`config.mk`:
```
export PLATFORM = sky130hd
export DESIGN_NAME = nonce_scheduler
export DESIGN_NICKNAME = d
export VERILOG_FILES = /design/src/rtl/nonce_sched_pkg.sv /design/src/rtl/nonce_scheduler_rr_arbiter.sv /design/src/rtl/nonce_scheduler.sv
export SDC_FILE = /design/constraint.sdc
export NUM_CORES = 1
export LEC_CHECK = 0
export ABC_AREA = 1
export BUFFER_PORTS_ARGS = -buffer_cell sky130_fd_sc_hd__buf_2
export CAP_MARGIN = 5
export CORE_ASPECT_RATIO = 1.2
export CORE_UTILIZATION = 53
export DETAILED_ROUTE_END_ITERATION = 8
export GPL_TIMING_DRIVEN = 0
export PLACE_DENSITY = 0.9
export SLEW_MARGIN = 40
export SYNTH_ARGS = -nofsm -noshare
export SYNTH_HDL_FRONTEND = slang
export SYNTH_HIERARCHICAL = 1
export SYNTH_SLANG_ARGS = --single-unit
```
`constraint.sdc`:
```
create_clock -name clk -period 4.6 [get_ports clk]
set_clock_uncertainty 0.1 [all_clocks]
set_input_delay 0.23 -clock clk [delete_from_list [all_inputs] [get_ports clk]]
set_output_delay 0.23 -clock clk [all_outputs]
set_load 0.01 [all_outputs]
```
`src/rtl/nonce_sched_pkg.sv`:
```
// Shared types and constants for the nonce scheduler and its write arbiter.
package nonce_sched_pkg;

  localparam int unsigned MAX_CORES = 8;

  typedef enum logic [0:0] {
    IDLE = 1'b0,
    RUN  = 1'b1
  } state_e;

  typedef struct packed {
    logic        valid;
    logic [7:0]  nonce;
    logic [31:0] data;
  } res_entry_t;

endpackage

```
`src/rtl/nonce_scheduler_rr_arbiter.sv`:
```
// Round-robin arbiter: grants the first requester at or after the pointer,
// and moves the pointer past the granted index when the grant is consumed.
module rr_arbiter #(
  parameter int unsigned N  = 4,
  parameter int unsigned IW = (N > 1) ? $clog2(N) : 1
) (
  input  logic          clk,
  input  logic          rst_n,
  input  logic          en,
  input  logic [N-1:0]  req,
  output logic [N-1:0]  gnt_c,
  output logic [IW-1:0] idx_c,
  output logic          valid_c
);

  logic [IW-1:0] ptr_q, ptr_d;
  logic [IW-1:0] j;

  always_comb begin
    gnt_c   = '0;
    idx_c   = '0;
    valid_c = 1'b0;
    j       = '0;
    for (int i = 0; i < int'(N); i++) begin
      j = IW'((int'(ptr_q) + i) % int'(N));
      if (!valid_c && req[j]) begin
        valid_c = 1'b1;
        idx_c   = j;
      end
    end
    if (valid_c) gnt_c[idx_c] = 1'b1;
  end

  always_comb begin
    ptr_d = ptr_q;
    if (en && valid_c) ptr_d = IW'((int'(idx_c) + 1) % int'(N));
  end

  always_ff @(posedge clk or negedge rst_n) begin
    if (!rst_n) ptr_q <= '0;
    else        ptr_q <= ptr_d;
  end

endmodule

```
`src/rtl/nonce_scheduler.sv`:
```
// Hands nonces to idle hash engines, buffers each engine's H0 result and
// drains results one per cycle to memory at output_addr + nonce.
module nonce_scheduler
  import nonce_sched_pkg::*;
#(
  parameter int unsigned NUM_NONCES = 16,
  parameter int unsigned NUM_CORES  = 4
) (
  input  logic                    clk,
  input  logic                    reset_n,
  input  logic                    start,
  input  logic [15:0]             output_addr,
  output logic                    done,
  output logic [NUM_CORES-1:0]    core_start,
  output logic [NUM_CORES*32-1:0] core_nonce,
  input  logic [NUM_CORES-1:0]    core_busy,
  input  logic [NUM_CORES-1:0]    core_done,
  input  logic [NUM_CORES*32-1:0] core_h0,
  output logic                    mem_we,
  output logic [15:0]             mem_addr,
  output logic [31:0]             mem_write_data
);

  localparam int unsigned CORE_W = (NUM_CORES > 1) ? $clog2(NUM_CORES) : 1;
  localparam int unsigned CNT_W  = $clog2(NUM_NONCES + 1);

  state_e               state_q, state_d;
  logic                 done_q, done_d;
  logic [15:0]          base_q, base_d;
  logic [CNT_W-1:0]     next_nonce_q, next_nonce_d;
  logic [CNT_W-1:0]     written_cnt_q, written_cnt_d;
  logic [NUM_CORES-1:0] issued_q, issued_d;
  logic [NUM_CORES-1:0] core_start_q, core_start_d;
  logic [31:0]          slot_nonce_q [NUM_CORES];
  logic [31:0]          slot_nonce_d [NUM_CORES];
  res_entry_t           res_q [NUM_CORES];
  res_entry_t           res_d [NUM_CORES];
  logic                 mem_we_q, mem_we_d;
  logic [15:0]          mem_addr_q, mem_addr_d;
  logic [31:0]          mem_data_q, mem_data_d;

  logic [NUM_CORES-1:0] res_valid, elig, disp_oh, gnt;
  logic [CORE_W-1:0]    gnt_idx;
  logic                 gnt_vld;

  rr_arbiter #(.N(NUM_CORES)) u_wr_arb (
    .clk     (clk),
    .rst_n   (reset_n),
    .en      (state_q == RUN),
    .req     (res_valid),
    .gnt_c   (gnt),
    .idx_c   (gnt_idx),
    .valid_c (gnt_vld)
  );

  // State register
  always_ff @(posedge clk or negedge reset_n) begin
    if (!reset_n) state_q <= IDLE;
    else          state_q <= state_d;
  end

  // Next-state logic
  always_comb begin
    state_d = state_q;
    case (state_q)
      IDLE:    if (start) state_d = RUN;
      RUN:     if (written_cnt_q == CNT_W'(NUM_NONCES)) state_d = IDLE;
      default: state_d = IDLE;
    endcase
  end

  // Lowest-index eligible engine; a pending or in-flight slot keeps it out.
  always_comb begin
    for (int k = 0; k < int'(NUM_CORES); k++) res_valid[k] = res_q[k].valid;
    elig    = ~core_busy & ~issued_q & ~res_valid & ~core_start_q;
    disp_oh = '0;
    if (state_q == RUN && next_nonce_q < CNT_W'(NUM_NONCES))
      disp_oh = elig & (~elig + NUM_CORES'(1));
  end

  // Output / datapath next-state
  always_comb begin
    done_d        = (state_d == IDLE);
    base_d        = base_q;
    next_nonce_d  = next_nonce_q;
    written_cnt_d = written_cnt_q;
    issued_d      = issued_q;
    core_start_d  = '0;
    slot_nonce_d  = slot_nonce_q;
    res_d         = res_q;
    mem_we_d      = 1'b0;
    mem_addr_d    = mem_addr_q;
    mem_data_d    = mem_data_q;
    case (state_q)
      IDLE: begin
        if (start) begin
          base_d        = output_addr;
          next_nonce_d  = '0;
          written_cnt_d = '0;
          issued_d      = '0;
          for (int k = 0; k < int'(NUM_CORES); k++) res_d[k].valid = 1'b0;
        end
      end
      RUN: begin
        if (disp_oh != '0) begin
          core_start_d = disp_oh;
          issued_d     = issued_d | disp_oh;
          next_nonce_d = next_nonce_q + CNT_W'(1);
          for (int k = 0; k < int'(NUM_CORES); k++)
            if (disp_oh[k]) slot_nonce_d[k] = 32'(next_nonce_q);
        end
        // Grant needs valid_q=1 and capture needs valid_q=0, so they never collide.
        if (gnt_vld) begin
          mem_we_d             = 1'b1;
          mem_addr_d           = base_q + 16'(res_q[gnt_idx].nonce);
          mem_data_d           = res_q[gnt_idx].data;
          res_d[gnt_idx].valid = 1'b0;
          issued_d             = issued_d & ~gnt;
          written_cnt_d        = written_cnt_q + CNT_W'(1);
        end
        for (int k = 0; k < int'(NUM_CORES); k++) begin
          if (core_done[k] && issued_q[k] && !res_q[k].valid) begin
            res_d[k].valid = 1'b1;
            res_d[k].nonce = 8'(slot_nonce_q[k]);
            res_d[k].data  = core_h0[32*k +: 32];
          end
        end
      end
      default: ;
    endcase
  end

  always_ff @(posedge clk or negedge reset_n) begin
    if (!reset_n) begin
      done_q        <= 1'b1;
      base_q        <= '0;
      next_nonce_q  <= '0;
      written_cnt_q <= '0;
      issued_q      <= '0;
      core_start_q  <= '0;
      mem_we_q      <= 1'b0;
      mem_addr_q    <= '0;
      mem_data_q    <= '0;
      for (int k = 0; k < int'(NUM_CORES); k++) begin
        slot_nonce_q[k] <= '0;
        res_q[k]        <= '0;
      end
    end else begin
      done_q        <= done_d;
      base_q        <= base_d;
      next_nonce_q  <= next_nonce_d;
      written_cnt_q <= written_cnt_d;
      issued_q      <= issued_d;
      core_start_q  <= core_start_d;
      mem_we_q      <= mem_we_d;
      mem_addr_q    <= mem_addr_d;
      mem_data_q    <= mem_data_d;
      for (int k = 0; k < int'(NUM_CORES); k++) begin
        slot_nonce_q[k] <= slot_nonce_d[k];
        res_q[k]        <= res_d[k];
      end
    end
  end

  always_comb begin
    for (int k = 0; k < int'(NUM_CORES); k++) core_nonce[32*k +: 32] = slot_nonce_q[k];
  end

  assign done           = done_q;
  assign core_start     = core_start_q;
  assign mem_we         = mem_we_q;
  assign mem_addr       = mem_addr_q;
  assign mem_write_data = mem_data_q;

endmodule
```
==> results of run 1 <==
## cell type report
type / count / area [µm²]
Sequential cell: 259 / 6480
Fill cell: 1424 / 5950
Multi-Input combinational cell: 831 / 4930
Timing Repair Buffer: 377 / 2700
Buffer: 157 / 1090
Clock buffer: 35 / 746
Tap cell: 310 / 388
Inverter: 74 / 278
Clock inverter: 10 / 110
Antenna cell: 1 / 2.50
## layout by cell type (no fill, tap or decap), types with 3 or more instances in the layout
master	Yosys	final
nand4_1	22	22
clkbuf_1	13	17
o21ai_0	41	41
nand3b_1	3	3
buf_6	8	8
buf_2	27	254
a22oi_1	30	30
buf_4	109	109
dlygate4sd3_1	0	146
clkbuf_16	0	27
inv_1	67	67
dfrtp_1	258	258
nand2_1	300	300
nand3_1	41	41
nor2_1	56	56
clkinv_2	0	5
mux2_2	129	129
clkbuf_8	0	4
buf_16	0	3
a21oi_1	13	13
a41oi_1	13	13
nand2_2	15	15
nor3_1	3	3
ha_1	12	12
mux2_4	14	14
inv_2	7	7
a31oi_1	6	6
conb_1	1	108
## stage by stage
| step | total power, mW | worst slack, ps |
|---|---|---|
| after detailed placement | 11.3 | 499 |
| after global placement | 10.9 | -1340 |
| after global routing | 15.0 | 108 |
| after floorplan | 8.81 | 1350 |
| final | 14.2 | 367 |
| after CTS | 13.6 | 454 |
## worst register-to-register path, cell delays in order, from the launching register on
cell and delay (ps):
dfrtp_1 470, inv_2 100, nand2_1 90, nand2_2 80, nand2_2 70, nand2_2 60
nor2_4 130, nand3_1 90, nand3_1 110, nand2_1 110, inv_1 190, inv_1 60
nor2_1 120, buf_2 330, buf_2 370, nand2_1 100, nand3_1 170, ha_1 210
inv_1 60, fa_1 350, inv_1 110, nand4_1 90, nand2_1 260, nand2_1 90
nand2_1 60, nand2_1 40, nand2_1 50, nand2_1 60
## sequential cells by signal, summed over array words and instances, names as in the netlist
register,cells
base_q,16
issued_q,4
u_wr_arb/ptr_q,2
done,1
mem_we,1
mem_addr,16
core_start,4
res_q,152
written_cnt_q,5
state_q,1
mem_write_data,32
core_nonce,20
next_nonce_q,5
## final timing paths
kind	from	to	slack (ps)
min in group asynchronous	reset_n	core_nonce[2]	120
max reg2reg	u_wr_arb/ptr_q[1]	mem_addr[14]	370
max in group asynchronous	reset_n	res_q[54]	3140
min reg2reg	mem_addr[14]	mem_addr[14]	370
min	core_busy[2]	core_start[2]	90
max	u_wr_arb/ptr_q[1]	mem_addr[14]	370
## routing by layer
layer	global-route usage, %	routed length (µm)	vias to the layer above
met5	0	12	-
met4	26.7	3300	2
met3	7.96	3780	260
met2	63.3	21500	818
met1	38.4	14200	5344
li1	-	-	4819
## power by group
part	switching (mW)	internal (mW)	total (mW)
clock network	0.929	1.25	2.18
logic	4.97	2.74	7.71
registers	0.805	3.48	4.28
total	6.71	7.46	14.2
## kinds of logic after synthesis
| kind of cell | count (synthesis) | synth area share (%) |
|---|---|---|
| other | 1 | 0.0303 |
| xor gates and xnor gates | 4 | 0.283 |
| DFF | 259 | 52.4 |
| adders and majority gates | 13 | 1.37 |
| and+or+nand+nor | 450 | 15.6 |
| buffers and inverters | 231 | 11.1 |
| AOI/OAI and AO/OA | 113 | 5.87 |
| muxes | 143 | 13.4 |
==> results.md, run 1 <==
- Status: finished, final reports clean
- Nets: ~1900
- Syn Area/Cell: 10.2 µm²
- Die Area: roughly 0.024 mm²
- DR vias/cell: 5.47
- Data required, critical path: a little under 5000 ps
- Synth top area share: 52.2%
- Max-cap violations: 0
- Pwr Density: between 800 and 900 mW/mm²
- Hold Crit Depth: 4
- RSZ-0062 raised after global routing: false
- CP Class: reg2reg
- Number of H-tree levels: 1
- Leak Pwr: between 8 and 9 nW
- Buffers plus inverters on the worst setup path: 7
- Rel. slew slack: between 40% and 50%
- Total GRT Usage: between 30% and 40%
- Initial core utilization: between 50% and 60%
- Pin count of the biggest net entering global routing: between 70 and 80
- Post-Syn Area: about 0.012 mm²
- I/O Buffers: roughly 230
- DRC: 0
- WL/cell: 20.9 µm
- Setup TNS: 0 ps
- Final period utilization: between 90% and 100%
- Post-CTS sizing: 0
- CP startpoint kind: register
- Data arrival, critical path: 4550 ps
- Synthesis-to-layout area growth: 35.1%
- Final Hold Violating Endpoints: 0
- Vias: ~11000
- Remaining global-route overflow: 0
- Fin area: about 0.017 mm²
- Slowest-stage cell, CP: dfrtp_1
- Finished Layout Cells: 2054
- Crit-path max FO: 10
- Die Height: ~170 µm
- Fin crit period: around 4200 ps
- GPL Wtd Cong: about 0.86
- Clock slew at reported path FFs: about 60 ps
- Seq/Total Area, Yosys: a little over half
- Slew Limit Fails: 0
- Least-Margin Pin Slew: ~870 ps
- Peak VDD IR: ~0.51 mV
- Io pins: between 300 and 400
- Synth Flop Type: dfrtp_1
- Crit path depth: 27
- Initial DRC count: 850
- Drt first pass iters: 7
- Detailed Place HPWL: 25800 µm
- Top achievable clock speed: 236 MHz
- Post-CTS Hold Buffers: about 150
- Setup Fix Bufs, Post-CTS: 0
- Yosys cell types: between 40 and 50
- Crit-path leading delay family: simple AND/OR/NAND/NOR gates
- Most used cell, CP: nand2_1
- Min Hold Slack: 91.9 ps
- Synth warnings: 6
- #FFs+latches synth: between 200 and 300
- Share of cells above drive strength 1: 34.1%
- Endpoints failing setup: 0
- FP Rows: 60
- Worst hold path class: in2reg
- EDFF count, synth: 0
- DP Area: 0.0144 mm²
- Drt total wl: 42900 µm
- CTS tree: done
- Placed cells: 1862
- Worst skew pair latency: around 540 ps
- Total CTS buffers: 26
- Die X: ~140 µm
- Finished Core Util: between 70% and 80%
- Reg2reg path depth: 27
- Core area: 0.0227 mm²
- Global-route wire length before repair: 64900 µm
- Critical Path End Type: register
- Synth async-reset ratio: 100%
- Highest cell delay on the worst timing path: around 470 ps
- Area leader, netlist: dfrtp_1
- Initial antenna violation count: 1
- Sink Count: approximately 260
- DRT antenna net count: 0
- Largest cells by area after synthesis: dfrtp_1, mux2_2, nand2_1
- Most frequent cell after synthesis: nand2_1
- Synth Instances: between 1000 and 1500
- Clock Tree Buf Depth: 3
- Vias in the first global route: 11800
- CTS root buf: clkbuf_16
- Most frequent cells after synthesis: nand2_1, dfrtp_1, mux2_2
(Power assumes the default switching activity.)
==> run 2, diff against run 1 <==
- CAP_MARGIN: 5 -> 20
- RECOVER_POWER: default -> 25
==> run 2 against run 1 <==
Net effect: the run now ends with max-capacitance violations, max-slew violations left; hold slack improved by 12 ps; first-iteration DRC count up 3.9%; sequential power hardly changed; final area about the same; combinational power about the same; setup slack worse by 4.3 ps; maximum frequency decreased by 0.10%; clock power hardly changed; largest power group unchanged; highest routed layer is now met4.
==> results.md, run 2 (synthesis results as in run 1) <==
- Total GRT Usage: 36.2% (unchanged)
- Status: finished with violations
- Drt total wl: 42900 µm (+0.20%)
- Final Hold Violating Endpoints: 0 (unchanged)
- Buffers plus inverters on the worst setup path: 7 (unchanged)
- DRC: 0 (unchanged)
- Smallest setup slack after layout: 362 ps (-4.26 ps)
- Crit-path leading delay family: simple AND/OR/NAND/NOR gates
- CTS root buf: clkbuf_16
- Initial DRC count: 883 (+3.9%)
- Least-Margin Pin Slew: 3290 ps (+2420 ps)
- Share of cells above drive strength 1: 34.0% (-0.057 points)
- Drt first pass iters: 5 (-2)
- Pwr Density: 849 mW/mm² (+0.15%)
- Placed cells: 1862 (unchanged)
- Most common cell after layout, fill and taps aside: nand2_1
- Finished Layout Cells: 2055 (+0.049%)
- CTS tree: done
- Global-route wire length before repair: 64900 µm (unchanged)
- CP startpoint kind: register
- WL/cell: 20.9 µm (+0.15%)
- Clock slew at reported path FFs: 60 ps (about the same)
- Post-CTS Hold Buffers: 146 (unchanged)
- Worst hold path class: in2reg
- DR vias/cell: 5.47 (about the same)
- Initial antenna violation count: 1 (unchanged)
- Post-CTS sizing: 0 (unchanged)
- Setup Fix Bufs, Post-CTS: 0 (unchanged)
- Most frequent cells in the layout: nand2_1, dfrtp_1, buf_2
- Initial core utilization: 54.6% (unchanged)
- Number of H-tree levels: 1 (unchanged)
- Pin count of the biggest net entering global routing: 77 (unchanged)
- DP Area: 0.0144 mm² (unchanged)
- Synthesis-to-layout area growth: 35.0% (about the same)
- CP Class: reg2reg
- Slowest-stage cell, CP: dfrtp_1
- Fin area: 0.0167 mm² (about the same)
- Max FFs per register: 152 (unchanged)
- RSZ-0062 raised after global routing: false
- Clock Tree Buf Depth: 3 (unchanged)
- Rel. slew slack: -119% (-160 points)
- Crit-path max FO: 10 (unchanged)
- Max-cap violations: 1 (+1)
- Total CTS buffers: 26 (unchanged)
- Die Height: 169 µm (unchanged)
- Die Area: 0.0240 mm² (unchanged)
- Remaining global-route overflow: 0 (unchanged)
- Design Power: 14.2 mW (about the same)
- Place WS: 499 ps (unchanged)
- Vias in the first global route: 11800 (unchanged)
- Critical Path End Type: register
- GPL Wtd Cong: 0.856 (unchanged)
- Fin crit period: 4240 ps (+4.26 ps)
- Die X: 142 µm (unchanged)
- DRT antenna net count: 0 (unchanged)
- Core area: 0.0227 mm² (unchanged)
- I/O Buffers: 228 (unchanged)
- Highest cell delay on the worst timing path: 400 ps (-70 ps)
- Sink Count: 259 (unchanged)
- Io pins: 337 (unchanged)
- Peak VDD IR: 0.516 mV (+1.2%)
- Largest Register: res_q
- Failing checks: max-capacitance violations, max-slew violations
- Final period utilization: 92.1% (+0.093 points)
- Filler Cell Count: 1425 (+0.070%)
- Top achievable clock speed: 236 MHz (-0.10%)
- Most used cell, CP: nand2_1
- Data arrival, critical path: 4560 ps (about the same)
- Detailed Place HPWL: 25800 µm (unchanged)
- Endpoints failing setup: 0 (unchanged)
- Slew Limit Fails: 55 (+55)
- Data required, critical path: 4920 ps (about the same)
- Finished Core Util: 73.7% (about the same)
- Vias: 11200 (+0.053%)
- Worst skew pair latency: 550 ps (about the same)
- FP Rows: 60 (unchanged)
- Nets: 1894 (unchanged)
- Leak Pwr: 8.62 nW (about the same)
==> run 2: changes by cell type in the layout (fill, tap and decap cells not counted), sizes merged <==
cell	delta
diode	+1
buf	-1
clkbuf	+1
==> run 2: per-layer routing <==
metal  track usage, %  up-vias  share of wire (%)
li1                 -     4814                  -
met1             38.4     5341                 33
met2             63.3      820                 50
met3             7.96      274                8.9
met4             26.7        0                8.1
met5                0        -                  0
==> run 2: worst register-to-register path, stage by stage, from the launching register on <==
cell and delay [ps]:
dfrtp_1 400, inv_2 140, nand2_1 100, nand3_1 120
nand2_2 90, nor2_4 160, nand3_1 110, nand3_1 100
nand2_1 100, inv_1 190, inv_1 60, nor2_1 120
buf_2 320, buf_2 360, nand2_1 100, nand3_1 170
ha_1 210, inv_1 60, fa_1 350, inv_1 120
nand4_1 100, nand2_1 260, nand2_1 90, nand2_1 60
nand2_1 40, nand2_1 50, nand2_1 60
==> run 2: cell type report <==
| cell class | instances | area (µm²) | share of cell area, % |
|---|---|---|---|
| inverters | 74 | 278 | 1.66 |
| diodes | 2 | 5.00 | 0.0299 |
| repair buffers | 377 | 2680 | 16.1 |
| well taps | 310 | 388 | 2.32 |
| flip-flops and latches | 259 | 6480 | 38.8 |
| multi-input cells | 831 | 4930 | 29.5 |
| clock buffers | 35 | 746 | 4.46 |
| clock inverters | 10 | 110 | 0.659 |
| plain buffers | 157 | 1090 | 6.54 |
==> run 2: final timing paths <==
path / start / to / slack, ps / cells after the start
min in group asynchronous: reset_n / res_q[111] / 1240 / 2
max in group asynchronous: reset_n / mem_addr[2] / 1300 / 2
worst min register to register: mem_addr[14] / mem_addr[14] / 370 / 2
worst max-delay path: u_wr_arb/ptr_q[0] / mem_addr[14] / 360 / 26
worst max register to register: u_wr_arb/ptr_q[0] / mem_addr[14] / 360 / 26
worst min-delay path: core_busy[2] / core_start[2] / 100 / 4
==> run 2: power breakdown <==
part	leakage, nW	total, mW	internal [mW]	switching, mW
Sequential	3.13	4.29	3.48	0.814
Clock	0.422	2.18	1.25	0.937
Combinational	5.07	7.71	2.74	4.97
Total	8.62	14.2	7.46	6.72
==> run 2: metrics by stage <==
stage | hold WS [ps] | TNS [ps]
final | 104 | 0
after global routing | 118 | 0
after CTS | 82.3 | 0
after detailed placement | 97.2 | 0
after global placement | 360 | -339020
after floorplan | -166 | 0
